[src/rtl/sha256_msg_scheduler.sv]
// rtl/sha256_msg_scheduler.sv - SHA-256 message-schedule expansion for one 512-bit block
module sha256_msg_scheduler #(
    parameter int NUM_WORDS = 64
) (
    input  logic        clk,
    input  logic        rst,
    input  logic        start,
    input  logic        msg_valid,
    input  logic [31:0] msg_word,
    output logic        msg_ready,
    output logic        w_valid,
    output logic [31:0] w_word,
    output logic [5:0]  w_index,
    input  logic        w_ready,
    output logic        busy,
    output logic        done
);

    typedef enum logic [1:0] {S_IDLE, S_LOAD, S_EMIT, S_DONE} state_t;

    localparam logic [5:0] LAST_IDX = 6'(NUM_WORDS - 1);

    state_t      state, state_nxt;
    logic [3:0]  cnt;
    logic [31:0] wbuf [16];

    logic        load_acc;
    logic        emit_acc;
    logic        last_word;
    logic [5:0]  nxt_idx;
    logic [3:0]  cur;
    logic [3:0]  slot;
    logic [31:0] w_new;

    function automatic logic [31:0] rotr(input logic [31:0] x, input int n);
        return (x >> n) | (x << (32 - n));
    endfunction

    function automatic logic [31:0] sig0(input logic [31:0] x);
        return rotr(x, 7) ^ rotr(x, 18) ^ (x >> 3);
    endfunction

    function automatic logic [31:0] sig1(input logic [31:0] x);
        return rotr(x, 17) ^ rotr(x, 19) ^ (x >> 10);
    endfunction

    assign load_acc  = (state == S_LOAD) && msg_valid;
    assign emit_acc  = (state == S_EMIT) && w_ready;
    assign last_word = (w_index == LAST_IDX);
    assign nxt_idx   = w_index + 6'd1;
    assign cur       = w_index[3:0];
    assign slot      = nxt_idx[3:0];

    // The slot being overwritten still holds W[t-15] when read, giving the t-16 term
    assign w_new = sig1(wbuf[cur - 4'd1]) + wbuf[cur - 4'd6]
                 + sig0(wbuf[cur - 4'd14]) + wbuf[slot];

    always_ff @(posedge clk or posedge rst) begin
        if (rst) begin
            state <= S_IDLE;
        end else begin
            state <= state_nxt;
        end
    end

    always_comb begin
        state_nxt = state;
        case (state)
            S_IDLE:  if (start) state_nxt = S_LOAD;
            S_LOAD:  if (load_acc && cnt == 4'd15) state_nxt = S_EMIT;
            S_EMIT:  if (emit_acc && last_word) state_nxt = S_DONE;
            S_DONE:  state_nxt = S_IDLE;
            default: state_nxt = S_IDLE;
        endcase
    end

    always_comb begin
        msg_ready = 1'b0;
        w_valid   = 1'b0;
        busy      = 1'b0;
        done      = 1'b0;
        case (state)
            S_LOAD: begin
                msg_ready = 1'b1;
                busy      = 1'b1;
            end
            S_EMIT: begin
                w_valid = 1'b1;
                busy    = 1'b1;
            end
            S_DONE:  done = 1'b1;
            default: ;
        endcase
    end

    always_ff @(posedge clk or posedge rst) begin
        if (rst) begin
            cnt     <= 4'd0;
            w_word  <= 32'd0;
            w_index <= 6'd0;
        end else begin
            if (state == S_IDLE && start) begin
                cnt <= 4'd0;
            end else if (load_acc) begin
                cnt <= cnt + 4'd1;
            end

            if (load_acc && cnt == 4'd15) begin
                w_word  <= wbuf[0];
                w_index <= 6'd0;
            end else if (emit_acc && !last_word) begin
                w_index <= nxt_idx;
                w_word  <= (nxt_idx < 6'd16) ? wbuf[slot] : w_new;
            end
        end
    end

    // Buffer contents are don't-care after reset, so it carries no reset
    always_ff @(posedge clk) begin
        if (load_acc) begin
            wbuf[cnt] <= msg_word;
        end else if (emit_acc && !last_word && nxt_idx >= 6'd16) begin
            wbuf[slot] <= w_new;
        end
    end

endmodule

[config.mk]
export PLATFORM = sky130hd
export DESIGN_NAME = sha256_msg_scheduler
export DESIGN_NICKNAME = d
export VERILOG_FILES = /design/src/rtl/sha256_msg_scheduler.sv
export SDC_FILE = /design/constraint.sdc
export NUM_CORES = 1
export LEC_CHECK = 0
export ABC_AREA = 0
export CAP_MARGIN = 20
export CORE_MARGIN = 10
export CORE_UTILIZATION = 25
export DETAILED_ROUTE_END_ITERATION = 8
export GPL_TIMING_DRIVEN = 0
export MAX_ROUTING_LAYER = met4
export PLACE_DENSITY_LB_ADDON = 0.3
export SLEW_MARGIN = 25
export SYNTH_ARGS = -nofsm -noshare
export SYNTH_HDL_FRONTEND = slang
export SYNTH_SLANG_ARGS = --single-unit
[constraint.sdc]
create_clock -name clk -period 11.1 [get_ports clk]
set_clock_uncertainty 0.2 [all_clocks]
set_input_delay 1.665 -clock clk [delete_from_list [all_inputs] [get_ports clk]]
set_output_delay 1.665 -clock clk [all_outputs]
set_load 0.005 [all_outputs]
# After elaboration in Yosys (flattened, before gate mapping)
# Memories as Yosys holds them, arrays and structs flattened.
# Index checks and enable logic that the tools add are counted.
# word_totals
ff_bits,44
mem_bits_rw,512
out_inout_bits,42
elab_cells,68
n_memories,1
# mem_list
memory,words,width,rd,rd_ports_with_merged_regs,wr,line_no,text
wbuf,16,32,5,0,1,25,logic [31:0] wbuf [16];
# classes
n_addsub,8
n_lt_le_gt_ge,2
eq_ne,8
muxes,23
bitwise_logic,8
n_reduce_logical,14
# op_table
op,n
2-to-1 mux 32 bit,4
adder 32 bit,3
bitwise XOR 32 bit,2
bitwise OR 13 x 32 -> 32 bit,1
bitwise OR 14 x 32 -> 32 bit,1
bitwise OR 15 x 32 -> 32 bit,1
bitwise OR 25 x 32 -> 32 bit,1
OR reduction 32 bit,1
bitwise XOR 32 x 22 -> 32 bit,1
bitwise XOR 32 x 29 -> 32 bit,1
2-to-1 mux 4 bit,3
2-to-1 mux 6 bit,2
2-to-1 mux 1 bit,10
one-hot mux 2 bit (4 select lines),1
logical AND 1 bit,7
"adder 6 x 1 -> 6 bit, second input constant",1
"equality test 6 bit, second input constant",1
"greater-or-equal comparator 6 x 5 -> 1 bit, second input constant",1
"less-than comparator 6 x 5 -> 1 bit, second input constant",1
2-to-1 mux 2 bit,3
"adder 4 x 1 -> 4 bit, second input constant",1
"equality test 2 bit, second input constant",2
"equality test 4 bit, second input constant",1
"!= test 2 x 1 -> 1 bit, second input constant",2
10 further kinds,11

# Longest topological paths before layout
# Gate-level depths: netlist of the first run.
# An unclocked memory read counts as a cell.
# depth
depth_word,11
ltp_mapped,33
mapped_depth_nobuf,24

# Worst setup path before layout of the first run
# Ideal clock, no wire load.
# synth_path
path_kind,flip-flop to flip-flop
start,reg w_index[1]
end,mem wbuf[0][26] (data pin)
arrival_time_ps,7777
required_time_ps,10570
slack_ps,2793
stages_incl_launch_ff,28
period_less_slack_ps,8307
path_cell_list,dfrtp_1 buf_6 buf_2 buf_1 clkbuf_1 inv_1 ha_1 buf_6 buf_4 buf_1 mux4_2 mux4_2 xnor2_1 xnor2_1 fa_1 inv_1 fa_1 inv_1 ha_1 a21oi_1 o21ai_0 and2_0 a211o_1 a41oi_1 o31ai_1 nor2_1 xor2_1 o21ai_0
# synth_between
elab_chain_cells,9
elab_cells_between_ends,26
classes_between,7 x add/sub; 1 x order compare; 1 x eq/ne; 4 x mux; 8 x bitwise; 4 x reduce/logical; 1 x memory
# synth_lines
element,line_no,text
from (decl),13,"output logic [5:0] w_index,"
from (signal assigned),112,w_index <= nxt_idx;
subtractor 4 x 1 -> 4 bit / equality test 6 bit (equally long branches),"55, 49",
memory (16 x 32 bit) / logical NOT 1 bit (equally long branches),-,
bitwise OR 15 x 32 -> 32 bit (tied with other cells),36,return (x >> n) | (x << (32 - n));
bitwise XOR 32 bit / logical AND 1 bit (equally long branches),"44, 122",
bitwise XOR 32 x 22 -> 32 bit / 2-to-1 mux 1 bit (equally long branches),"44, 122",
adder 32 bit / 2-to-1 mux 1 bit (equally long branches),"55, 120",
adder 32 bit / 2-to-1 mux 1 bit (equally long branches),"56, 123",
adder 32 bit / OR reduction 32 bit (equally long branches),-,
2-to-1 mux 32 bit (no line) (*),-,
to (decl),25,
# Mark *: on every way between the ends. The rest lies on a longest branch, timed or not.

# Worst setup path in the final report of the first run
# layout_path
start,reg w_index[1]
end,mem wbuf[10][30] (data pin)
# Same word-level chain as after synthesis.

==> results of run 1 <==
## flip-flops by register name (all words and copies together) (netlist names)
| register | cells |
|---|---|
| wbuf | 512 |
| cnt | 4 |
| state | 2 |
| w_word | 32 |
| w_index | 6 |
## worst max-delay path by stage
stage | from | end | depth (start not counted)
6_report | w_index[1] | wbuf[10][30] | 27
5_1_grt | w_index[1] | wbuf[3][27] | 29
4_1_cts | w_index[0] | wbuf[8][30] | 29
3_5_place_dp | w_index[1] | wbuf[15][25] | 28
3_3_place_gp | w_index[1] | wbuf[11][26] | 27
2_1_floorplan | w_index[1] | wbuf[0][26] | 27
## synthesized netlist by cell type (5+ instances only)
library cell,number
edfxtp_1,512
mux4_2,437
nand2_1,209
inv_1,108
xnor2_1,108
a21oi_1,100
nor2_1,96
o21ai_0,90
clkbuf_1,62
fa_1,62
xor2_1,53
buf_2,47
dfrtp_1,44
ha_1,42
mux2i_1,40
mux2_2,33
nand3_1,19
buf_1,18
nor3_1,18
buf_4,16
a21o_1,13
buf_6,12
a31oi_1,9
and3_1,9
mux4_1,7
a211oi_1,6
or3_1,6
nand2b_1,5
## final cells by class
class / instances / area share [%]
diodes: 4 / 0.0242
plain buffers: 152 / 2.03
clock buffers: 95 / 4.51
clock inverters: 33 / 0.753
inverters: 108 / 0.986
multi-input cells: 1404 / 41.3
flip-flops and latches: 556 / 39.8
well taps: 1794 / 5.43
repair buffers: 138 / 5.11
## through the flow
step,cell area (sq um),instances
floorplan,34600,2223
global placement,37600,4095
detailed placement,39100,4155
CTS,41300,4281
global route,41400,4283
finish,41400,4284
## metal layers
| layer | routed length [um] | up-vias |
|---|---|---|
| met4 | 9240 | 0 |
| li1 | - | 9285 |
| met5 | 0 | - |
| met3 | 19700 | 387 |
| met2 | 70400 | 2072 |
| met1 | 63500 | 13300 |
## layout by cell type (no fill, tap or decap), types with 12 or more instances in the layout
cell type        instances
buf_2                   51
xnor2_1                107
mux2i_1                 40
a21o_1                  13
edfxtp_1               512
nor2_1                  79
clkbuf_2                30
dfrtp_1                 44
clkdlybuf4s50_1         78
nand3_1                 19
buf_4                   27
nor2_4                  16
nand2_1                207
ha_1                    42
inv_1                  107
nor3_1                  18
buf_12                  18
mux4_2                 437
buf_6                   13
xor2_1                  51
a21oi_1                 99
fa_1                    62
clkbuf_16               71
clkbuf_1                55
o21ai_1                 12
o21ai_0                 80
mux2_2                  33
buf_16                  32
## cell families after synthesis
group / Yosys count / synth area share (%)
flip-flops: 556 / 47.7
multiplexers: 517 / 31.2
AND/OR/NAND/NOR: 371 / 4.37
buffers and inverters: 263 / 3.46
AO/OA/AOI/OAI: 250 / 4.05
XOR/XNOR: 162 / 4.13
adder cells (fa/ha/maj): 104 / 5.11
## worst max-delay path: cells and delay by family (launching register included)
kind | cells | cell delay [ns]
AOI/OAI and AO/OA | 6 | 2.11
buffers and inverters | 9 | 3.28
DFF | 1 | 0.60
adders and majority gates | 4 | 1.79
xor gates and xnor gates | 2 | 0.67
muxes | 1 | 0.65
and+or+nand+nor | 5 | 1.11
==> impl_metrics.prom, run 1 <==
# TYPE chip_impl_metric gauge
chip_impl_metric{name="whs",unit="ns"} 0.343
chip_impl_metric{name="ff2ff_path_depth",unit=""} 27
chip_impl_metric{name="drt-total-wl",unit="um"} 163000
chip_impl_metric{name="finalCoreUtilization",unit="%"} 30.1
chip_impl_metric{name="fmax",unit="MHz"} 92.6
chip_impl_metric{name="grt_use_met1",unit="%"} 28.2
chip_impl_metric{name="post_synth_num_cell_types",unit=""} 51
chip_impl_info{name="end_kind",value="flip-flop"} 1
chip_impl_metric{name="wire_length_of_the_first_global_routing_pass",unit="um"} 217000
chip_impl_info{name="synthFlopType",value="edfxtp_1"} 1
chip_impl_info{name="cts_tree",value="built"} 1
chip_impl_info{name="crit-reg2reg-launch",value="w_index[1]"} 1
chip_impl_metric{name="placement.setup.worst_slack",unit="ns"} -0.866
chip_impl_metric{name="maxCapViolCount",unit=""} 0
chip_impl_metric{name="grt_pass1_vias",unit=""} 23800
chip_impl_metric{name="postCtsSetupBuffers",unit=""} 0
chip_impl_metric{name="floorplan.initialDensity",unit="%"} 25.1
chip_impl_metric{name="final_hpwl_from_detailed_placement",unit="um"} 119000
chip_impl_metric{name="synth-edff-count",unit=""} 512
chip_impl_info{name="run_status",value="completed"} 1
chip_impl_metric{name="timing_max_transition_violations_final",unit=""} 0
chip_impl_metric{name="final_period_minus_worst_setup_slack",unit="ns"} 10.80
chip_impl_metric{name="worst_hold_path.num_cells",unit=""} 2
chip_impl_metric{name="via_count",unit=""} 25000
chip_impl_metric{name="clock_path_buffers",unit=""} 3
chip_impl_metric{name="syn_area",unit="sq mm"} 0.0346
chip_impl_info{name="hold_path.class",value="flip-flop to flip-flop"} 1
chip_impl_metric{name="clk_transition_reported_paths",unit="ns"} 0.06
chip_impl_metric{name="setup_tns",unit="ns"} 0
chip_impl_metric{name="worstMarginPinSlew",unit="ns"} 1.21
chip_impl_metric{name="synth_area_per_cell",unit="sq um"} 15.6
chip_impl_metric{name="critical_path.max_fanout",unit=""} 19
chip_impl_metric{name="synth_seq_cells",unit=""} 556
chip_impl_info{name="worst_path_max_delay_cell",value="clkbuf_2"} 1
chip_impl_metric{name="htreeDepth",unit=""} 3
chip_impl_metric{name="rows",unit=""} 136
chip_impl_metric{name="cts_resized",unit=""} 7
chip_impl_info{name="setup_repair_after_global_routing_missed_its_margin",value="no"} 1
chip_impl_metric{name="finalSetupViolCount",unit=""} 0
chip_impl_metric{name="die_area",unit="sq mm"} 0.154
chip_impl_metric{name="clock_sinks",unit=""} 556
chip_impl_metric{name="syn-instance-count",unit=""} 2223
chip_impl_metric{name="drive_above_1_share",unit="%"} 30.9
chip_impl_metric{name="async_reset_ff_share",unit="%"} 7.91
chip_impl_info{name="min_delay_endpoint",value="w_word[3]"} 1
chip_impl_info{name="cp-start-kind",value="flip-flop"} 1
chip_impl_metric{name="cpPeakStageDelay",unit="ns"} 0.69
chip_impl_metric{name="timing.critical_path.arrival",unit="ns"} 11.04
chip_impl_metric{name="sequential_cell_area",unit="sq mm"} 0.0165
chip_impl_metric{name="place_congestion",unit=""} 1.03
chip_impl_info{name="grt-busiest-layer",value="met2"} 1
chip_impl_metric{name="core_region_area",unit="sq mm"} 0.137
chip_impl_metric{name="route.detailed.vias_per_inst",unit=""} 5.84
chip_impl_metric{name="crit_required",unit="ns"} 11.34
chip_impl_metric{name="avg_wl_per_cell",unit="um"} 38.0
chip_impl_metric{name="post-synth-top-area-fraction",unit="%"} 44.5
chip_impl_metric{name="clock_insertion_delay_worst_skew",unit="ns"} 0.67
chip_impl_metric{name="area_growth_syn_to_fin",unit="%"} 19.6
chip_impl_metric{name="worst_slack",unit="ns"} 0.301
chip_impl_info{name="root_buffer_cell",value="clkbuf_16"} 1
chip_impl_info{name="synthTopCellsByArea",value="edfxtp_1, mux4_2, fa_1"} 1
chip_impl_metric{name="grt_start_max_net_pins",unit=""} 26
chip_impl_metric{name="seq_area_frac_synth",unit="%"} 47.7
chip_impl_metric{name="groute.layer.met3.usage",unit="%"} 5.60
chip_impl_metric{name="timing.final.hold_violations",unit=""} 0
chip_impl_metric{name="synth.net_count",unit=""} 2364
chip_impl_metric{name="port_buffers",unit=""} 78
chip_impl_metric{name="layout_worst_path_cycle_share",unit="%"} 97.3
chip_impl_metric{name="detail-route-antenna-nets",unit=""} 0
chip_impl_info{name="crit-reg2reg-capture",value="wbuf[10][30]"} 1
chip_impl_metric{name="drt-pass1-iter-count",unit=""} 6
chip_impl_metric{name="cts-buffers-inserted",unit=""} 69
chip_impl_metric{name="r2r_setup_slack",unit="ns"} 0.30
chip_impl_metric{name="globalRoute.totalOverflow",unit=""} 0
chip_impl_metric{name="cts.hold.buffers_added",unit=""} 0
chip_impl_metric{name="synth.yosys.warnings",unit=""} 0
chip_impl_metric{name="die-height",unit="um"} 392
chip_impl_metric{name="antenna_violations_before_repair",unit=""} 5
chip_impl_metric{name="post-route-drc-count",unit=""} 0
chip_impl_metric{name="floorplan.io_pins",unit=""} 79
chip_impl_info{name="synth_top_cell_by_area",value="edfxtp_1"} 1
chip_impl_info{name="min_from",value="wbuf[0][3]"} 1
chip_impl_metric{name="detailed_route_iter0_violations",unit=""} 4354
chip_impl_metric{name="slew-limit-headroom",unit="%"} 19.1
chip_impl_metric{name="multi_input_area",unit="sq mm"} 0.0171
chip_impl_metric{name="num-nets-final",unit=""} 2570
chip_impl_metric{name="chipWidth",unit="um"} 392
chip_impl_metric{name="grt.met2_usage",unit="%"} 30.6
chip_impl_info{name="timing_worst_setup_path_type",value="flip-flop to flip-flop"} 1
chip_impl_metric{name="grt_util_all_layers",unit="%"} 21.4
chip_impl_metric{name="final.fill_count",unit=""} 13600
Power of run 1 is not shown: default switching activity piles up to over one toggle a cycle in this logic, so the estimate is an artifact.
==> run 2: changes to the inputs <==
--- a/config.mk
+++ b/config.mk
@@ -9,6 +9,8 @@
 export CAP_MARGIN = 20
 export CORE_MARGIN = 10
 export CORE_UTILIZATION = 25
+export CTS_CLUSTER_DIAMETER = 150
+export CTS_CLUSTER_SIZE = 28
 export DETAILED_ROUTE_END_ITERATION = 8
 export GPL_TIMING_DRIVEN = 0
 export MAX_ROUTING_LAYER = met4
==> run 2 against run 1 <==
  * Register-to-register slack worse by 0.18 ns
  * Fmax is 1.6% lower
  * Utilization is 1.1 points lower
  * Worst hold slack better by 0.010 ns
  * Via count is 1.8% lower
  * Die area stayed put
  * Cell area is 3.7% lower
  * Sequential share of layout area is 1.5 points higher
  * Wire length is 0.82% lower
  * First-iteration DRC count is 8.3% lower
==> impl_metrics.prom, run 2 (synthesis results as in run 1) <==
# TYPE chip_impl_metric gauge
chip_impl_info{name="run_status",value="completed"} 1
chip_impl_metric{name="detailed_route_iter0_violations",unit=""} 3991
chip_impl_metric{name="floorplan.io_pins",unit=""} 79
chip_impl_metric{name="final.fill_count",unit=""} 13700
chip_impl_info{name="critical_path.startpoint",value="w_index[0]"} 1
chip_impl_metric{name="maxCapViolCount",unit=""} 0
chip_impl_info{name="cts_tree",value="built"} 1
chip_impl_info{name="hold_path.class",value="flip-flop to flip-flop"} 1
chip_impl_info{name="root_buffer_cell",value="clkbuf_16"} 1
chip_impl_metric{name="htreeDepth",unit=""} 1
chip_impl_metric{name="number_of_flip_flops_under_the_largest_register_name",unit=""} 512
chip_impl_metric{name="layout_worst_path_cycle_share",unit="%"} 98.9
chip_impl_metric{name="die-height",unit="um"} 392
chip_impl_metric{name="cts-buffers-inserted",unit=""} 23
chip_impl_metric{name="drt-pass1-iter-count",unit=""} 5
chip_impl_metric{name="num-nets-final",unit=""} 2525
chip_impl_metric{name="cpPeakStageDelay",unit="ns"} 0.62
chip_impl_metric{name="clk_transition_reported_paths",unit="ns"} 0.12
chip_impl_metric{name="die_area",unit="sq mm"} 0.154
chip_impl_info{name="most-common-layout-cells",value="edfxtp_1, mux4_2, nand2_1"} 1
chip_impl_metric{name="clock_sinks",unit=""} 556
chip_impl_metric{name="grt_pass1_vias",unit=""} 23200
chip_impl_metric{name="wire_length_of_the_first_global_routing_pass",unit="um"} 215000
chip_impl_metric{name="final_hpwl_from_detailed_placement",unit="um"} 119000
chip_impl_metric{name="rows",unit=""} 136
chip_impl_metric{name="via_count",unit=""} 24600
chip_impl_metric{name="slew-limit-headroom",unit="%"} 22.5
chip_impl_info{name="min_from",value="wbuf[0][3]"} 1
chip_impl_metric{name="finalSetupViolCount",unit=""} 0
chip_impl_info{name="max_flop_register",value="wbuf"} 1
chip_impl_metric{name="route.detailed.vias_per_inst",unit=""} 5.85
chip_impl_metric{name="critical_path.max_fanout",unit=""} 19
chip_impl_metric{name="finalCoreUtilization",unit="%"} 29.0
chip_impl_metric{name="timing.critical_path.arrival",unit="ns"} 11.20
chip_impl_metric{name="grt_start_max_net_pins",unit=""} 30
chip_impl_info{name="largest_registers",value="wbuf x512, w_word x32, w_index x6"} 1
chip_impl_metric{name="port_buffers",unit=""} 78
chip_impl_metric{name="detail-route-antenna-nets",unit=""} 0
chip_impl_metric{name="setup_tns",unit="ns"} 0
chip_impl_metric{name="avg_wl_per_cell",unit="um"} 38.5
chip_impl_metric{name="cts.hold.buffers_added",unit=""} 0
chip_impl_metric{name="fmax",unit="MHz"} 91.1
chip_impl_metric{name="final_design_area_no_fill",unit="sq mm"} 0.0398
chip_impl_metric{name="core_region_area",unit="sq mm"} 0.137
chip_impl_metric{name="post-route-drc-count",unit=""} 0
chip_impl_metric{name="final_period_minus_worst_setup_slack",unit="ns"} 10.98
chip_impl_metric{name="antenna_violations_before_repair",unit=""} 5
chip_impl_info{name="worst_path_max_delay_cell",value="mux4_2"} 1
chip_impl_metric{name="grt_util_all_layers",unit="%"} 21.1
chip_impl_info{name="crit-reg2reg-launch",value="w_index[0]"} 1
chip_impl_metric{name="place_congestion",unit=""} 1.03
chip_impl_metric{name="stdcell_count",unit=""} 4195
chip_impl_info{name="timing_worst_setup_path_type",value="flip-flop to flip-flop"} 1
chip_impl_metric{name="worstMarginPinSlew",unit="ns"} 1.16
chip_impl_metric{name="chipWidth",unit="um"} 392
chip_impl_metric{name="clock_insertion_delay_worst_skew",unit="ns"} 0.64
chip_impl_metric{name="placed_cell_area",unit="sq mm"} 0.0391
chip_impl_metric{name="timing.final.hold_violations",unit=""} 0
chip_impl_info{name="setup_repair_after_global_routing_missed_its_margin",value="no"} 1
chip_impl_info{name="cp-start-kind",value="flip-flop"} 1
chip_impl_metric{name="timing_max_transition_violations_final",unit=""} 0
chip_impl_info{name="end_kind",value="flip-flop"} 1
chip_impl_metric{name="area_growth_syn_to_fin",unit="%"} 15.2
chip_impl_metric{name="drive_above_1_share",unit="%"} 29.2
chip_impl_metric{name="globalRoute.totalOverflow",unit=""} 0
chip_impl_metric{name="placed_cells",unit=""} 4155
chip_impl_metric{name="crit_required",unit="ns"} 11.33
chip_impl_info{name="critical-path-top-delay-family",value="buffers and inverters"} 1
chip_impl_metric{name="drt-total-wl",unit="um"} 161000
chip_impl_info{name="final_common_cell",value="edfxtp_1"} 1
chip_impl_metric{name="floorplan.initialDensity",unit="%"} 25.1
chip_impl_metric{name="critical_path.n_buffers_inverters",unit=""} 13
chip_impl_metric{name="clock_path_buffers",unit=""} 3
-- run 2: cell count changes in the layout (fill, tap and decap cells not counted), moves of 3 or more --
cell,before,now
clkbuf_16,71,23
clkbuf_1,55,46
clkinv_1,10,1
clkinv_2,8,0
bufinv_16,5,0
inv_6,5,0
clkinvlp_4,3,0
-- run 2: final cells by class --
cell class / instances / area, sq um / share of cell area, %
Antenna cell: 2 / 5.00 / 0.0126
Buffer: 153 / 848 / 2.13
Clock buffer: 39 / 646 / 1.62
Clock inverter: 1 / 3.75 / 0.00942
Inverter: 108 / 408 / 1.02
Multi-Input combinational cell: 1404 / 17100 / 42.9
Sequential cell: 556 / 16500 / 41.4
Tap cell: 1794 / 2240 / 5.63
Timing Repair Buffer: 138 / 2120 / 5.31
-- run 2: repair_timing --
action,CTS,global route
endpoints found under the setup margin,251,65
buffers inserted,0,0
gates resized for setup,9,5
gates cloned,0,0
-- run 2: metrics by stage --
step | setup slack [ns] | hold slack (ns)
2_1_floorplan | 2.79 | 0.279
3_3_place_gp | -2.55 | 0.319
3_5_place_dp | -0.866 | 0.324
4_1_cts | 0.183 | 0.354
5_1_grt | 0.0603 | 0.384
6_report | 0.123 | 0.353
-- run 2: worst paths after layout --
path,to,slack [ns],depth (start not counted)
min,w_word[3],0.35,2
max in group asynchronous,w_word[7],8.99,3
max,wbuf[6][31],0.12,31
min reg2reg,w_word[3],0.35,2
min in group asynchronous,cnt[3],1.14,2
max reg2reg,wbuf[6][31],0.12,31
-- run 2: layer usage --
metal | vias up | routed length (um) | GRT usage [%]
met4 | 0 | 7610 | 7.86
li1 | 9114 | - | -
met3 | 290 | 20000 | 5.27
met1 | 13100 | 63300 | 28.2
met5 | - | 0 | -
met2 | 2022 | 70600 | 30.8
-- run 2: worst reg2reg max path: cells and delay by family (launching register included) --
family          cells  cell delay [ns]
flops               1             0.54
mux                 2             1.02
compound gates      6             1.77
buf+inv            13             3.92
xor+xnor            2             0.76
fa+ha+maj           5             2.00
simple gates        3             0.59
Power of run 2 is left out for the same reason.
==> RTL edit, RTL diff (config.mk and constraints of run 2) <==
Reset style: synchronous (`rst`), changed in 2 clocked blocks.
--- a/src/rtl/sha256_msg_scheduler.sv
+++ b/src/rtl/sha256_msg_scheduler.sv
@@ -57,3 +57,3 @@
 
-    always_ff @(posedge clk or posedge rst) begin
+    always_ff @(posedge clk) begin
         if (rst) begin
@@ -95,3 +95,3 @@
 
-    always_ff @(posedge clk or posedge rst) begin
+    always_ff @(posedge clk) begin
         if (rst) begin
Function: not settled (the Yosys comparison gave no result); the edit may change what the design does.
==> RTL edit against run 2 <==
  * Synthesized cell count barely moved
  * Non-clock buffer count fell by 1
  * Global-route usage fell by 0.32 points
  * Final area fell by 0.19%
  * Worst setup slack improved by 23 ps
  * Sequential cell count did not move
  * Synthesized area rose by 0.21%
  * Count of clock-buffer cells in the layout rose by 2
  * Worst hold slack improved by 4.8 ps
  * Routed wire length fell by 1.0%
Power is left out: it rests on default switching activity, and per cell area and clock period it moved more than threefold.
==> RTL edit: results (changes against run 2) <==
[outcome]
status=finished clean

[cts]
ctsResizeCount=4  ; -5
root_buffer=sky130_fd_sc_hd__clkbuf_16
insertion_delay_ps=660  ; +20 ps

[finish]
n_fill_cell=13678  ; -0.10%
fin_nets=2520  ; -0.20%
post_route_cells_drive_above_1_share_pct=29.4  ; +0.22 points

[synthesis]
synth_sequential_area_ratio_pct=46.9  ; -0.73 points
synth.area.top_cells=sky130_fd_sc_hd__edfxtp_1, sky130_fd_sc_hd__mux4_2, sky130_fd_sc_hd__fa_1
synth.cells.most_frequent=sky130_fd_sc_hd__edfxtp_1, sky130_fd_sc_hd__mux4_2, sky130_fd_sc_hd__nand2_1
syn_inst=2222  ; -0.045%
synth.lib_cells_used.distinct=64  ; +25%

[routing]
num_vias=24569  ; +0.061%
routed_wirelength_um=160000  ; -1.0%
via_per_inst=5.86  ; about the same
first_iter_violations=3993  ; +0.050%

[place]
place_worst_setup_slack_ps=-1620  ; -752 ps
rd_place_congestion=1.03  ; +0.20%
detailed_place_hpwl_um=121000  ; +1.6%
placedCellCount=4150  ; -0.12%

[hold_path]
timing.hold.worst_endpoint=cnt[1]
worst_hold_startpoint=cnt[1]

[setup_path]
timing.rr.start=w_index[1]
timing.reg2reg.worst_path_depth=26  ; -16%
r2r_end=wbuf[9][21]
reg2reg_slack_ps=150  ; +20 ps
arrival_ps=11140  ; -60 ps

[global_routing]
maximum_number_of_pins_on_one_net_before_global_route_repair=30  ; unchanged
antenna_violations_before_repair=8  ; +3
all_layer_global_routing_usage_pct=20.8  ; -0.32 points
global_route_wire_length_before_repair_um=213000  ; -0.72%
grt_pass1_vias=23542  ; +1.3%

[timing]
slew-limit-headroom_pct=20.7  ; -1.9 points
final.hold.worst_slack_ps=358  ; +4.83 ps

==> RTL edit: worst max path at each step <==
stage / start / endpoint / slack (ps) / cells after the start
detailed placement: w_index[1] / wbuf[14][23] / -1620 / 29
global placement: w_index[1] / wbuf[13][19] / -2560 / 29
finish: w_index[1] / wbuf[9][21] / 150 / 26
floorplan: w_index[1] / wbuf[0][19] / 2930 / 29
CTS: w_index[1] / wbuf[12][23] / 80 / 27
global route: w_index[1] / wbuf[0][21] / 40 / 26
==> RTL edit: layout make-up <==
cell class,instances,share of cell area (%)
inverters,114,1.08
diodes,6,0.0378
well taps,1794,5.64
multi-input cells,1394,43.5
clock buffers,41,1.67
flip-flops and latches,556,40.9
plain buffers,156,2.17
repair buffers,134,5.02
==> RTL edit: logic make-up after synthesis <==
family	Yosys count	synth area share (%)
AO/OA/AOI/OAI	267	4.64
flip-flops	556	46.9
adder cells (fa/ha/maj)	104	5.10
XOR/XNOR	160	4.11
AND/OR/NAND/NOR	335	4.03
buffers and inverters	272	3.65
multiplexers	528	31.5
==> RTL edit: worst max-delay path, delay by kind of cell (launching register included) <==
family	cells	cell delay, ps
compound gates	5	1770
simple gates	4	1030
xor+xnor	3	930
buf+inv	8	3170
mux	1	400
flops	1	710
fa+ha+maj	5	2330
==> RTL edit: routing by layer <==
metal | part of all wire [%] | vias up | global-route usage [%]
met1 | 40 | 13367 | 27.4
met5 | 0 | - | -
met2 | 45 | 1712 | 31.4
li1 | - | 9206 | -
met4 | 4.9 | 0 | 8.29
met3 | 10 | 284 | 3.95
==> RTL edit: metrics by stage <==
step                TNS, ps  area, um^2
finish                    0       39800
CTS                       0       39700
global route              0       39800
global placement    -649250       37700
detailed placement  -390670       39100
floorplan                 0       34600
